==> config.mk <==
export PLATFORM = sky130hd
export DESIGN_NAME = inventory_arbiter
export DESIGN_NICKNAME = d
export VERILOG_FILES = /design/src/rtl/inventory_arbiter.sv
export SDC_FILE = /design/constraint.sdc
export NUM_CORES = 1
export LEC_CHECK = 0
export BUFFER_PORTS_ARGS = -buffer_cell sky130_fd_sc_hd__buf_2
export CAP_MARGIN = 20
export CORE_AREA = 5 5 92 94
export CTS_BUF_LIST = sky130_fd_sc_hd__clkbuf_4 sky130_fd_sc_hd__clkbuf_8 sky130_fd_sc_hd__clkbuf_16
export CTS_CLUSTER_SIZE = 20
export DETAILED_ROUTE_END_ITERATION = 12
export DIE_AREA = 0 0 97 99
export GPL_TIMING_DRIVEN = 0
export PLACE_DENSITY = 0.67
export SLEW_MARGIN = 20
export SYNTH_ARGS = -nofsm -noshare
export SYNTH_HDL_FRONTEND = slang
export SYNTH_SLANG_ARGS = --single-unit
==> constraint.sdc <==
create_clock -name clk -period 3.8 [get_ports clk]
set_clock_uncertainty 0.1 [all_clocks]
set_input_delay 0.76 -clock clk [delete_from_list [all_inputs] [get_ports clk]]
set_output_delay 0.76 -clock clk [all_outputs]
set_load 0.005 [all_outputs]
==> src/rtl/inventory_arbiter.sv <==
// -----------------------------------------------------------------------------
// inventory_arbiter
//
// Shares port A of the inventory RAM between two requesters: the MODBUS FSM
// (requester 0) and the dispense engine (requester 1). Exactly one transaction
// is in flight at a time. Supported operations are read, write and an atomic
// decrement-if-nonzero.
//
// Handshake: a requester raises req[i] with op/addr/wdata stable. The request
// is accepted on a rising edge where the arbiter is idle, and gnt[i] then
// identifies the accepted requester. Completion is a single-cycle done[i]
// pulse, with rdata/fail valid in that same cycle. After acceptance, req/op/
// addr/wdata are ignored until the arbiter is idle again. A req still high in
// the idle cycle is treated as a new request.
//
// Ports
//   clk, rst_n        clock, asynchronous active-low reset
//   req[1:0]          request per requester
//   op[3:0]           {op1,op0}: 00 read, 01 write, 10 decrement, 11 illegal
//   addr[2*AW-1:0]    {addr1,addr0}
//   wdata[2*DW-1:0]   {wdata1,wdata0}
//   gnt[1:0]          one-hot grant, held from ISSUE through DONE
//   done[1:0]         one-cycle completion pulse to the served requester
//   rdata[DW-1:0]     registered read data (pre-decrement value on decrement)
//   fail              with done: decrement of zero or illegal opcode
//   busy              high whenever the FSM is not in IDLE
//   ram_addr/ram_wdata/ram_we  RAM port A controls
//   ram_rdata         RAM port A read data, one cycle after ram_addr
//   dbg_state[2:0]    current FSM state encoding
// -----------------------------------------------------------------------------
module inventory_arbiter #(
    parameter int AW = 8,
    parameter int DW = 16
) (
    input  logic            clk,
    input  logic            rst_n,
    input  logic [1:0]      req,
    input  logic [3:0]      op,
    input  logic [2*AW-1:0] addr,
    input  logic [2*DW-1:0] wdata,
    output logic [1:0]      gnt,
    output logic [1:0]      done,
    output logic [DW-1:0]   rdata,
    output logic            fail,
    output logic            busy,
    output logic [AW-1:0]   ram_addr,
    output logic [DW-1:0]   ram_wdata,
    output logic            ram_we,
    input  logic [DW-1:0]   ram_rdata,
    output logic [2:0]      dbg_state
);

    typedef enum logic [2:0] {
        S_IDLE   = 3'd0,
        S_ISSUE  = 3'd1,
        S_WAIT   = 3'd2,
        S_MODIFY = 3'd3,
        S_DONE   = 3'd4
    } state_t;

    localparam logic [1:0] OP_RD  = 2'b00;
    localparam logic [1:0] OP_WR  = 2'b01;
    localparam logic [1:0] OP_DEC = 2'b10;
    localparam logic [1:0] OP_ILL = 2'b11;

    localparam logic [DW-1:0] ONE = {{(DW-1){1'b0}}, 1'b1};

    state_t      state;
    logic [1:0]  op_q;
    logic        last_idx;   // index of the requester served most recently

    // Winner selection, evaluated every cycle but only used in IDLE.
    logic          pick;
    logic [1:0]    win_op;
    logic [AW-1:0] win_addr;
    logic [DW-1:0] win_wdata;

    always_comb begin
        pick = 1'b0;
        if (req == 2'b11) begin
            pick = ~last_idx;     // contention: whoever was not served last
        end else begin
            pick = req[1];        // single request (or none)
        end
        win_op    = pick ? op[3:2]          : op[1:0];
        win_addr  = pick ? addr[2*AW-1:AW]  : addr[AW-1:0];
        win_wdata = pick ? wdata[2*DW-1:DW] : wdata[DW-1:0];
    end

    assign dbg_state = state;

    always_ff @(posedge clk or negedge rst_n) begin
        if (!rst_n) begin
            state     <= S_IDLE;
            op_q      <= OP_RD;
            last_idx  <= 1'b1;    // so requester 0 wins the first contention
            gnt       <= 2'b00;
            done      <= 2'b00;
            rdata     <= '0;
            fail      <= 1'b0;
            busy      <= 1'b0;
            ram_addr  <= '0;
            ram_wdata <= '0;
            ram_we    <= 1'b0;
        end else begin
            case (state)
                S_IDLE: begin
                    ram_we <= 1'b0;
                    done   <= 2'b00;
                    fail   <= 1'b0;
                    if (req != 2'b00) begin
                        op_q     <= win_op;
                        gnt      <= pick ? 2'b10 : 2'b01;
                        last_idx <= pick;
                        busy     <= 1'b1;
                        if (win_op == OP_ILL) begin
                            // No RAM access; rdata and RAM port left untouched.
                            state <= S_DONE;
                            done  <= pick ? 2'b10 : 2'b01;
                            fail  <= 1'b1;
                        end else begin
                            state     <= S_ISSUE;
                            ram_addr  <= win_addr;
                            ram_wdata <= win_wdata;
                            ram_we    <= (win_op == OP_WR);
                        end
                    end
                end

                S_ISSUE: begin
                    ram_we <= 1'b0;
                    if (op_q == OP_WR) begin
                        state <= S_DONE;
                        done  <= gnt;
                    end else begin
                        state <= S_WAIT;
                    end
                end

                S_WAIT: begin
                    rdata <= ram_rdata;
                    if (op_q == OP_DEC) begin
                        // Write back old-1 only when old is nonzero.
                        state     <= S_MODIFY;
                        ram_we    <= (ram_rdata != '0);
                        ram_wdata <= (ram_rdata != '0) ? (ram_rdata - ONE) : '0;
                    end else begin
                        state <= S_DONE;
                        done  <= gnt;
                    end
                end

                S_MODIFY: begin
                    ram_we <= 1'b0;
                    fail   <= (rdata == '0);
                    done   <= gnt;
                    state  <= S_DONE;
                end

                S_DONE: begin
                    ram_we <= 1'b0;
                    done   <= 2'b00;
                    fail   <= 1'b0;
                    gnt    <= 2'b00;
                    busy   <= 1'b0;
                    state  <= S_IDLE;
                end

                default: begin
                    state  <= S_IDLE;
                    ram_we <= 1'b0;
                    done   <= 2'b00;
                    fail   <= 1'b0;
                    gnt    <= 2'b00;
                    busy   <= 1'b0;
                end
            endcase
        end
    end

endmodule

# Yosys cells after proc, flatten, opt, wreduce, memory -nomap -nowiden
# Cells that the tools add are included.
dict set report totals {
  reg_bits 53
  inputBits 72
  output_inout_bits 50
  wordCells 71
}
dict set report classes {
  n_addsub 1
  eq_ne 13
  mux 31
  bitwise 3
  reduce_logical 12
}
# operator count
set ops {}
lappend ops {{2-to-1 mux 16 bit} 5}
lappend ops {{one-hot mux 16 bit (2 select lines)} 1}
lappend ops {{zero test 16 bit} 1}
lappend ops {{nonzero test 16 bit} 1}
lappend ops {{subtractor 16 x 1 -> 16 bit, second input constant} 1}
lappend ops {{2-to-1 mux 2 bit} 7}
lappend ops {{2-to-1 mux 3 bit} 4}
lappend ops {{one-hot mux 3 bit (4 select lines)} 1}
lappend ops {{!= test 2 bit, second input constant} 5}
lappend ops {{2-to-1 mux 8 bit} 1}
lappend ops {{one-hot mux 2 bit (4 select lines)} 1}
lappend ops {{2-to-1 mux 1 bit} 7}
lappend ops {{equality test 2 bit, second input constant} 3}
lappend ops {{equality test 3 x 2 -> 1 bit, second input constant} 2}
lappend ops {{AND reduction 2 bit} 3}
lappend ops {{equality test 2 x 1 -> 1 bit, second input constant} 2}
lappend ops {{one-hot mux 1 bit (2 select lines)} 2}
lappend ops {{one-hot mux 2 bit (2 select lines)} 1}
lappend ops {{AND reduction 4 bit} 1}
lappend ops {{nonzero test 2 bit} 2}
lappend ops {{equality test 3 x 1 -> 1 bit, second input constant} 1}
lappend ops {{zero test 3 bit} 1}
lappend ops {{inverter 1 bit} 3}
lappend ops {{one-hot mux 1 bit (3 select lines)} 1}
lappend ops {{3 further kinds} 3}

# Longest topological paths before layout
# Gate-level depths: netlist of run 1.
dict set report logic_depth {
  depth_word 7
  ltp_mapped 8
}

# Least setup slack after synthesis of run 1
# No wires, ideal clock.
dict set report synth_timing {
  path_kind {input -> register}
  start {input ram_rdata[0]}
  end {register ram_wdata[11]}
  setup_time_ps 119
  arrival_ps 2319
  t_required_ps 3581
  path_slack_ps 1262
  cell_stages 8
  path_buffers 1
  cell_sequence {inv_1 > ha_1 > nor3b_1 > nand3_1 > o21ai_4 > buf_8 > o221ai_2 > o21a_1}
}
dict set report synth_between {
  elab_chain_len 4
}
# item line_no
set synth_rtl {}
lappend synth_rtl {{start: declaration} 49} ;# input logic [DW-1:0] ram_rdata,
lappend synth_rtl {{subtractor 16 x 1 -> 16 bit / nonzero test 16 bit (equally long branches)} 146} ;# ram_wdata <= (ram_rdata != '0) ? (ram_rdata - ONE) : '0;
lappend synth_rtl {{2-to-1 mux 16 bit *} 146}
lappend synth_rtl {{2-to-1 mux 16 bit *} 142} ;# if (op_q == OP_DEC) begin
lappend synth_rtl {{one-hot mux 16 bit (2 select lines) *} 106} ;# case (state)
lappend synth_rtl {{end signal: assignment} 124} ;# ram_wdata <= win_wdata;
lappend synth_rtl {{end signal: assignment} 146}
lappend synth_rtl {{end: declaration} 47} ;# output logic [DW-1:0] ram_wdata,
# Mark *: on every way between the ends. The rest lies on a longest branch, timed or not. The select of a mux whose other input is x is not followed.
# A chain may end at the register's enable or synchronous reset.

# Final worst setup path of run 1
dict set report layout_timing {
  start {input ram_rdata[0]}
  end {register ram_wdata[7]}
}
# The elaborated chain is that of the path after synthesis.

==> results of run 1 <==
critical path, stage by stage:
cell      delay [ns]
buf_2           0.13
inv_1           0.08
ha_1            0.18
nor3b_1         0.56
nand3_1         0.40
o21ai_4         0.31
buf_8           0.19
o221ai_2        0.11
o21a_1          0.12
registers in the layout, summed over array words and instances, names as in the netlist:
| signal | count |
|---|---|
| dbg_state | 3 |
| ram_wdata | 16 |
| fail | 1 |
| busy | 1 |
| rdata | 16 |
| gnt | 2 |
| op_q | 2 |
| ram_addr | 8 |
| done | 2 |
| last_idx | 1 |
| ram_we | 1 |
cells by family (layout without fill, tap and decap cells):
group | count (synthesis) | count (layout)
compound gates | 74 | 74
xor+xnor | 9 | 9
fa+ha+maj | 1 | 1
buf+inv | 25 | 153
flops | 53 | 53
mux | 17 | 17
simple gates | 140 | 140
cell type report:
cell class / instances / area, sq um / area share (%)
multi-input cells: 241 / 1484 / 39.22
flip-flops and latches: 53 / 1328 / 35.09
repair buffers: 120 / 603.1 / 15.94
well taps: 102 / 127.6 / 3.373
plain buffers: 18 / 95.09 / 2.513
clock buffers: 7 / 90.09 / 2.381
clock inverters: 1 / 30.03 / 0.7937
inverters: 7 / 26.28 / 0.6944
worst max path at each step:
stage	start	to	slack, ns	depth (start not counted)
2_1_floorplan	ram_rdata[0]	ram_wdata[11]$_DFFE_PN0P_	1.26	8
3_3_place_gp	ram_rdata[0]	ram_wdata[11]$_DFFE_PN0P_	0.77	9
3_5_place_dp	ram_rdata[0]	ram_wdata[7]$_DFFE_PN0P_	0.72	9
4_1_cts	ram_rdata[0]	ram_wdata[7]$_DFFE_PN0P_	1.04	9
5_1_grt	ram_rdata[0]	ram_wdata[7]$_DFFE_PN0P_	0.92	9
6_report	ram_rdata[0]	ram_wdata[7]$_DFFE_PN0P_	1.06	9
placed cells by master, fill, tap and decap left out, drive strengths merged, types with 5 or more instances in the layout:
cell and count:
nor4 7, nor2 25, inv 7, nor3 5, dfrtp 52, o21a 12
a31oi 14, buf 132, xnor2 5, o221ai 12, nor2b 5, o22ai 5
a21oi 5, mux2i 15, nand2 76, clkbuf 13, o21ai 11
through the flow:
stage	instance area [sq um]	hold WS (ns)	std cells	worst slack [ns]
after global placement	3661	0.3580	541	0.7702
after floorplan	2933	0.3644	319	1.262
after CTS	3784	0.3862	549	1.044
final	3784	0.3850	549	1.060
after global routing	3784	0.4041	549	0.9191
after detailed placement	3664	0.3651	541	0.7247
power by group through the flow:
| stage | combinational (W) | sequential, W | clock (W) |
|---|---|---|---|
| 2_1_floorplan | 0.000645 | 0.00103 | 0 |
| 3_3_place_gp | 0.00113 | 0.00102 | 0 |
| 3_5_place_dp | 0.00115 | 0.00103 | 0 |
| 4_1_cts | 0.00115 | 0.00102 | 0.000412 |
| 5_1_grt | 0.00128 | 0.00106 | 0.000442 |
| 6_report | 0.00113 | 0.00102 | 0.000399 |
routing by layer:
metal	share of wire [%]	global-route usage (%)	vias to the layer above
met5	0	0	-
met4	1.1	3.456	0
met3	7.0	5.308	8
met2	47	28.93	96
met1	45	23.23	1282
li1	-	-	1395
==> results.yml, run 1 <==
power_and_ir_drop:
  p_sw_w: 0.0009609
  cellPowerDensity_nw_per_um2: 673.4
  swShare_pct: 37.72
  pwr-share-seq_pct: 39.9
  vdd_drop_max_v: 0.0002903
  fin_total_pwr_w: 0.002548
  pwr-share-comb_pct: 44.5
  p_clk_share_pct: 15.7
  leakagePower_nw: 1.785
  power.internal_w: 0.001587
drt:
  drc: 0
  wl_mm: 8.325
  via_count: 2781
  dr.pass1.iters: 4
  vias_per_cell: 5.066
  wl_per_cell_microns: 15.16
  ant_nets: 0
  drt_iter0_drc: 83
placed_design:
  io_buffer_count: 120
  gp_congestion: 0.8151
  dp_hpwl_mm: 6.652
synth:
  yosys-top-cells-count: "nand2_1, dfrtp_1, nor2_1, mux2i_1, a31oi_1"
  ys_async_sr_fraction_pct: 100.0
  yosys-mux-area-fraction_pct: 5.887
  yosysTopAreaCellShare_pct: 44.37
  synth_top_area_cell: "dfrtp_1"
  yosysUniqueCellTypes: 46
  synth_most_common_cell: "nand2_1"
  yosys.area_share.simple_pct: 21.63
  netlist_instances: 319
  seq_area_frac_synth_pct: 45.26
  synth-compound-area-share_pct: 19.97
  ys_warn_count: 0
  yosys_register_bits: 53
  synth_xor_xnor_area_share_pct: 2.688
  syn_area_sq_um: 2933
  synthFlopType: "dfrtp_1"
  synth_nets: 392
  synth_edf_count: 0
  yosys.area_share.adder_pct: 0.4266
  synth_top_family_by_area: "simple AND/OR/NAND/NOR gates"
  synth_area_per_cell_sq_um: 9.194
  synth.top_cells.by_area: "dfrtp_1, nand2_1, mux2i_1"
run:
  max_cap_viol_count: 0
layout:
  fill_cells: 776
  fin_nets: 519
  final_util_pct: 50.00
  area_delta_synth_final_pct: 29.01
  diodes: 0
  drive_gt1_share_pct: 34.90
floorplan:
  start_util_pct: 38.76
  num_rows: 32
  coreArea_sq_um: 7567
  dieArea_sq_um: 9603
  io_pins: 122
  die_y_microns: 99
  die_w_microns: 97
sta:
  worst_pin_slew_ns: 0.7041
  slew-limit-headroom_pct: 53.06
  rsz0062_at_grt: "no"
  period_minus_slack_ns: 2.740
  period_share_pct: 72.10
  max_freq_mhz: 365.0
  hold_viol: 0
  finalSetupViolations: 0
  drv_slew: 0
  fin_setup_tns_ns: 0
min_path:
  hold_depth: 1
  hold_path_end: "done[1]$_DFFE_PN0P_"
  worstHoldPathType: "reg -> reg"
  min_from: "done[1]$_DFFE_PN0P_"
clocking:
  clock_path_buffers: 2
  numCtsBuffers: 5
  clockRootBuffer: "clkbuf_8"
  path_clk_slew_ns: 0.09
  clkLatencyLatePin_ns: 0.30
  cts-hold-fix-buffers: 0
  cts_tree: "built"
  cts-resized-gates: 0
  clock-sinks: 53
  cts.htree.levels: 2
  post_cts_buffers: 0
critical_path:
  worstPathArrival_ns: 2.84
  critPathRequiredTime_ns: 3.90
  reg2reg_slack_ns: 1.46
  r2r-start: "dbg_state[1]$_DFFE_PN0N_"
  worst_setup_path_start_kind: "input port"
  end_kind: "flop"
  rr_endpoint: "ram_addr[3]$_DFFE_PN0P_"
  criticalPathCategory: "in -> reg"
  crit_fanout: 10
  r2r_cells: 7
grt:
  gr-total-overflow: 0
  grt_pass1_vias: 2799
  antenna_found_initial: 0
  grt_first_pass_wirelength_mm: 13.88
  grt.total_usage_pct: 17.62
  grt_max_degree: 54
outcome:
  status: "finished, final reports clean"
No activity file was read; power rests on OpenSTA's default activity.
==> run 2, diff against run 1 <==
ABC_AREA = 1   (was default)
CORE_AREA = 5 5 93 95   (was 5 5 92 94)
DIE_AREA = 0 0 98 100   (was 0 0 97 99)
PLACE_DENSITY = 0.7   (was 0.67)
clock period = 2.38 ns   (was 3.8 ns; I/O delays follow)
==> run 2 against run 1 <==
  * Critical path type is now reg -> reg
  * Non-clock buffer count is 7 lower
  * Register-to-register slack lost 1.1 ns
  * Synthesized cell count grew 34%
  * Largest cell class unchanged
  * Count of clock-buffer cells in the layout is 2 lower
  * Wire length grew 8.3%
  * Highest routed layer unchanged
  * Final cell count up 20%
  * First-iteration DRC count grew 58%
==> results.yml, run 2 <==
critical_path:
  end_kind: "flop"
  worstPathArrival_ns: 2.11
  criticalPathCategory: "reg -> reg"
  critPathRequiredTime_ns: 2.49
  worst_setup_path_start_kind: "flop"
  crit_fanout: 10
clocking:
  path_clk_slew_ns: 0.10
  clock_path_buffers: 2
  numCtsBuffers: 5
  clock-sinks: 53
  cts.htree.levels: 2
  clockRootBuffer: "clkbuf_8"
  post_cts_buffers: 0
  cts-resized-gates: 0
  cts-hold-fix-buffers: 0
  clkLatencyLatePin_ns: 0.31
  cts_tree: "built"
sta:
  drv_slew: 0
  period_minus_slack_ns: 2.003
  hold_viol: 0
  worst_pin_slew_ns: 0.6745
  fin_setup_tns_ns: 0
  period_share_pct: 84.17
  finalSetupViolations: 0
  holdWs_ns: 0.09871
  max_freq_mhz: 499.2
  rsz0062_at_grt: "no"
  slew-limit-headroom_pct: 55.03
synth:
  syn_area_sq_um: 2998
  synth.top_cells.by_area: "dfrtp_1, nand2_1, o21ai_0"
  yosys_register_bits: 53
  synth_top_area_cell: "dfrtp_1"
  yosys-top-cells-count: "nand2_1, dfrtp_1, nor2_1, inv_1, o21ai_0"
  ys_async_sr_fraction_pct: 100.0
  synthFlopType: "dfrtp_1"
  netlist_instances: 429
  synth_most_common_cell: "nand2_1"
  ys_warn_count: 0
  yosysUniqueCellTypes: 28
  seq_area_frac_synth_pct: 44.28
  synth_edf_count: 0
  synth_nets: 502
  synth_area_per_cell_sq_um: 6.988
  yosysTopAreaCellShare_pct: 43.41
drt:
  dr.pass1.iters: 4
  ant_nets: 0
  wl_per_cell_microns: 13.66
  drt_iter0_drc: 131
  drc: 0
  via_count: 3162
  wl_mm: 9.014
  vias_per_cell: 4.791
grt:
  gr-total-overflow: 0
  grt.total_usage_pct: 18.44
  grt_first_pass_wirelength_mm: 14.69
  grt_max_degree: 54
  antenna_found_initial: 0
  grt_pass1_vias: 3044
floorplan:
  die_w_microns: 98
  dieArea_sq_um: 9800
  coreArea_sq_um: 7647
  io_pins: 122
  start_util_pct: 39.20
  num_rows: 32
  die_y_microns: 100
layout:
  layout_common_cells: "nand2_1, buf_2, dfrtp_1"
  area_delta_synth_final_pct: 27.42
  diodes: 0
  finalInstanceArea_sq_um: 3820
  drive_gt1_share_pct: 26.34
  top_regs: "ram_wdata (16), rdata (16), ram_addr (8)"
  fin_nets: 630
  fill_cells: 804
  mostFrequentLayoutCell: "nand2_1"
  stdcell_count: 660
placed_design:
  place_area_sq_um: 3734
  dp_hpwl_mm: 7.198
  placed_cells: 652
  io_buffer_count: 121
  gp_congestion: 0.8552
power_and_ir_drop:
  cellPowerDensity_nw_per_um2: 1044
  swShare_pct: 42.09
  pwr-share-comb_pct: 47.1
  vdd_drop_max_v: 0.0004754
  fin_total_pwr_w: 0.003990
  p_sw_w: 0.001679
  pwr-share-seq_pct: 40.4
  leakagePower_nw: 2.164
  p_clk_share_pct: 12.5
  power.internal_w: 0.002310
run:
  max_cap_viol_count: 0
outcome:
  status: "finished, final reports clean"
min_path:
  worstHoldPathType: "in -> async"
==> run 2: changes by cell type in the layout (fill, tap and decap cells not counted), moves of 5 or more <==
cell	previous run	this run
nand2_1	76	181
o21ai_0	5	35
inv_1	7	36
nor2_1	25	46
mux2i_1	15	0
a31oi_1	14	1
nand3_1	3	16
o21a_1	12	0
o221ai_2	9	0
nand2_2	0	8
buf_2	129	122
o21bai_1	0	6
nor2b_1	5	0
o21ai_1	5	0
==> run 2: metal layers <==
layer  GRT usage [%]  share of wire [%]
met5               0                  0
met3           5.281                9.2
met4           4.579                1.3
met1           25.30                 46
met2           28.85                 44
==> run 2: final cells by class <==
type | instances | area (sq um) | area share, %
inverters | 38 | 145.1 | 3.800
multi-input cells | 328 | 1470 | 38.49
repair buffers | 121 | 608.1 | 15.92
flip-flops and latches | 53 | 1328 | 34.75
plain buffers | 10 | 55.05 | 1.441
well taps | 102 | 127.6 | 3.341
clock inverters | 3 | 17.52 | 0.4586
clock buffers | 5 | 68.82 | 1.802
==> run 2: path summary, 6_finish.rpt <==
path,start,end,slack (ns),depth (start not counted)
max,dbg_state[0]$_DFFE_PN0N_,ram_wdata[15]$_DFFE_PN0P_,0.38,9
min reg2reg,last_idx$_DFFE_PN1P_,last_idx$_DFFE_PN1P_,0.38,2
max in group asynchronous,rst_n,dbg_state[0]$_DFFE_PN0N_,1.63,1
min,rst_n,done[1]$_DFFE_PN0P_,0.1,1
max reg2reg,dbg_state[0]$_DFFE_PN0N_,ram_wdata[15]$_DFFE_PN0P_,0.38,9
min in group clk,ram_rdata[13],rdata[13]$_DFFE_PN0P_,0.35,3
==> run 2: power groups by stage <==
| stage | clock network [W] | logic (W) | registers, W |
|---|---|---|---|
| 4_1_cts | 0.000510 | 0.00191 | 0.00161 |
| 2_1_floorplan | 0 | 0.00107 | 0.00163 |
| 5_1_grt | 0.000553 | 0.00216 | 0.00166 |
| 3_5_place_dp | 0 | 0.00190 | 0.00162 |
| 3_3_place_gp | 0 | 0.00186 | 0.00162 |
| 6_report | 0.000500 | 0.00188 | 0.00161 |
==> run 2: through the flow <==
stage | worst slack, ns | utilization, %
2_1_floorplan | 0.6236 | -
3_3_place_gp | 0.2040 | 48.79
3_5_place_dp | 0.1932 | 48.82
4_1_cts | 0.3470 | 49.95
5_1_grt | 0.1735 | 49.95
6_report | 0.3768 | 49.95
==> run 2: logic make-up after synthesis <==
| kind of cell | share of synthesized area (%) |
|---|---|
| flip-flops | 44.28 |
| XOR/XNOR | 2.045 |
| buffers and inverters | 6.678 |
| AND/OR/NAND/NOR | 36.10 |
| adder cells (fa/ha/maj) | 0.4173 |
| AO/OA/AOI/OAI | 10.48 |
==> run 2: worst max-delay path, stage by stage (launching register included) <==
cell,delay [ns]
dfrtp_1,0.44
nor2_1,0.10
nand2_2,0.19
clkinv_1,0.33
nand2_2,0.33
inv_1,0.16
nand2_1,0.10
nand2_1,0.05
nand2_1,0.05
nand2_1,0.04
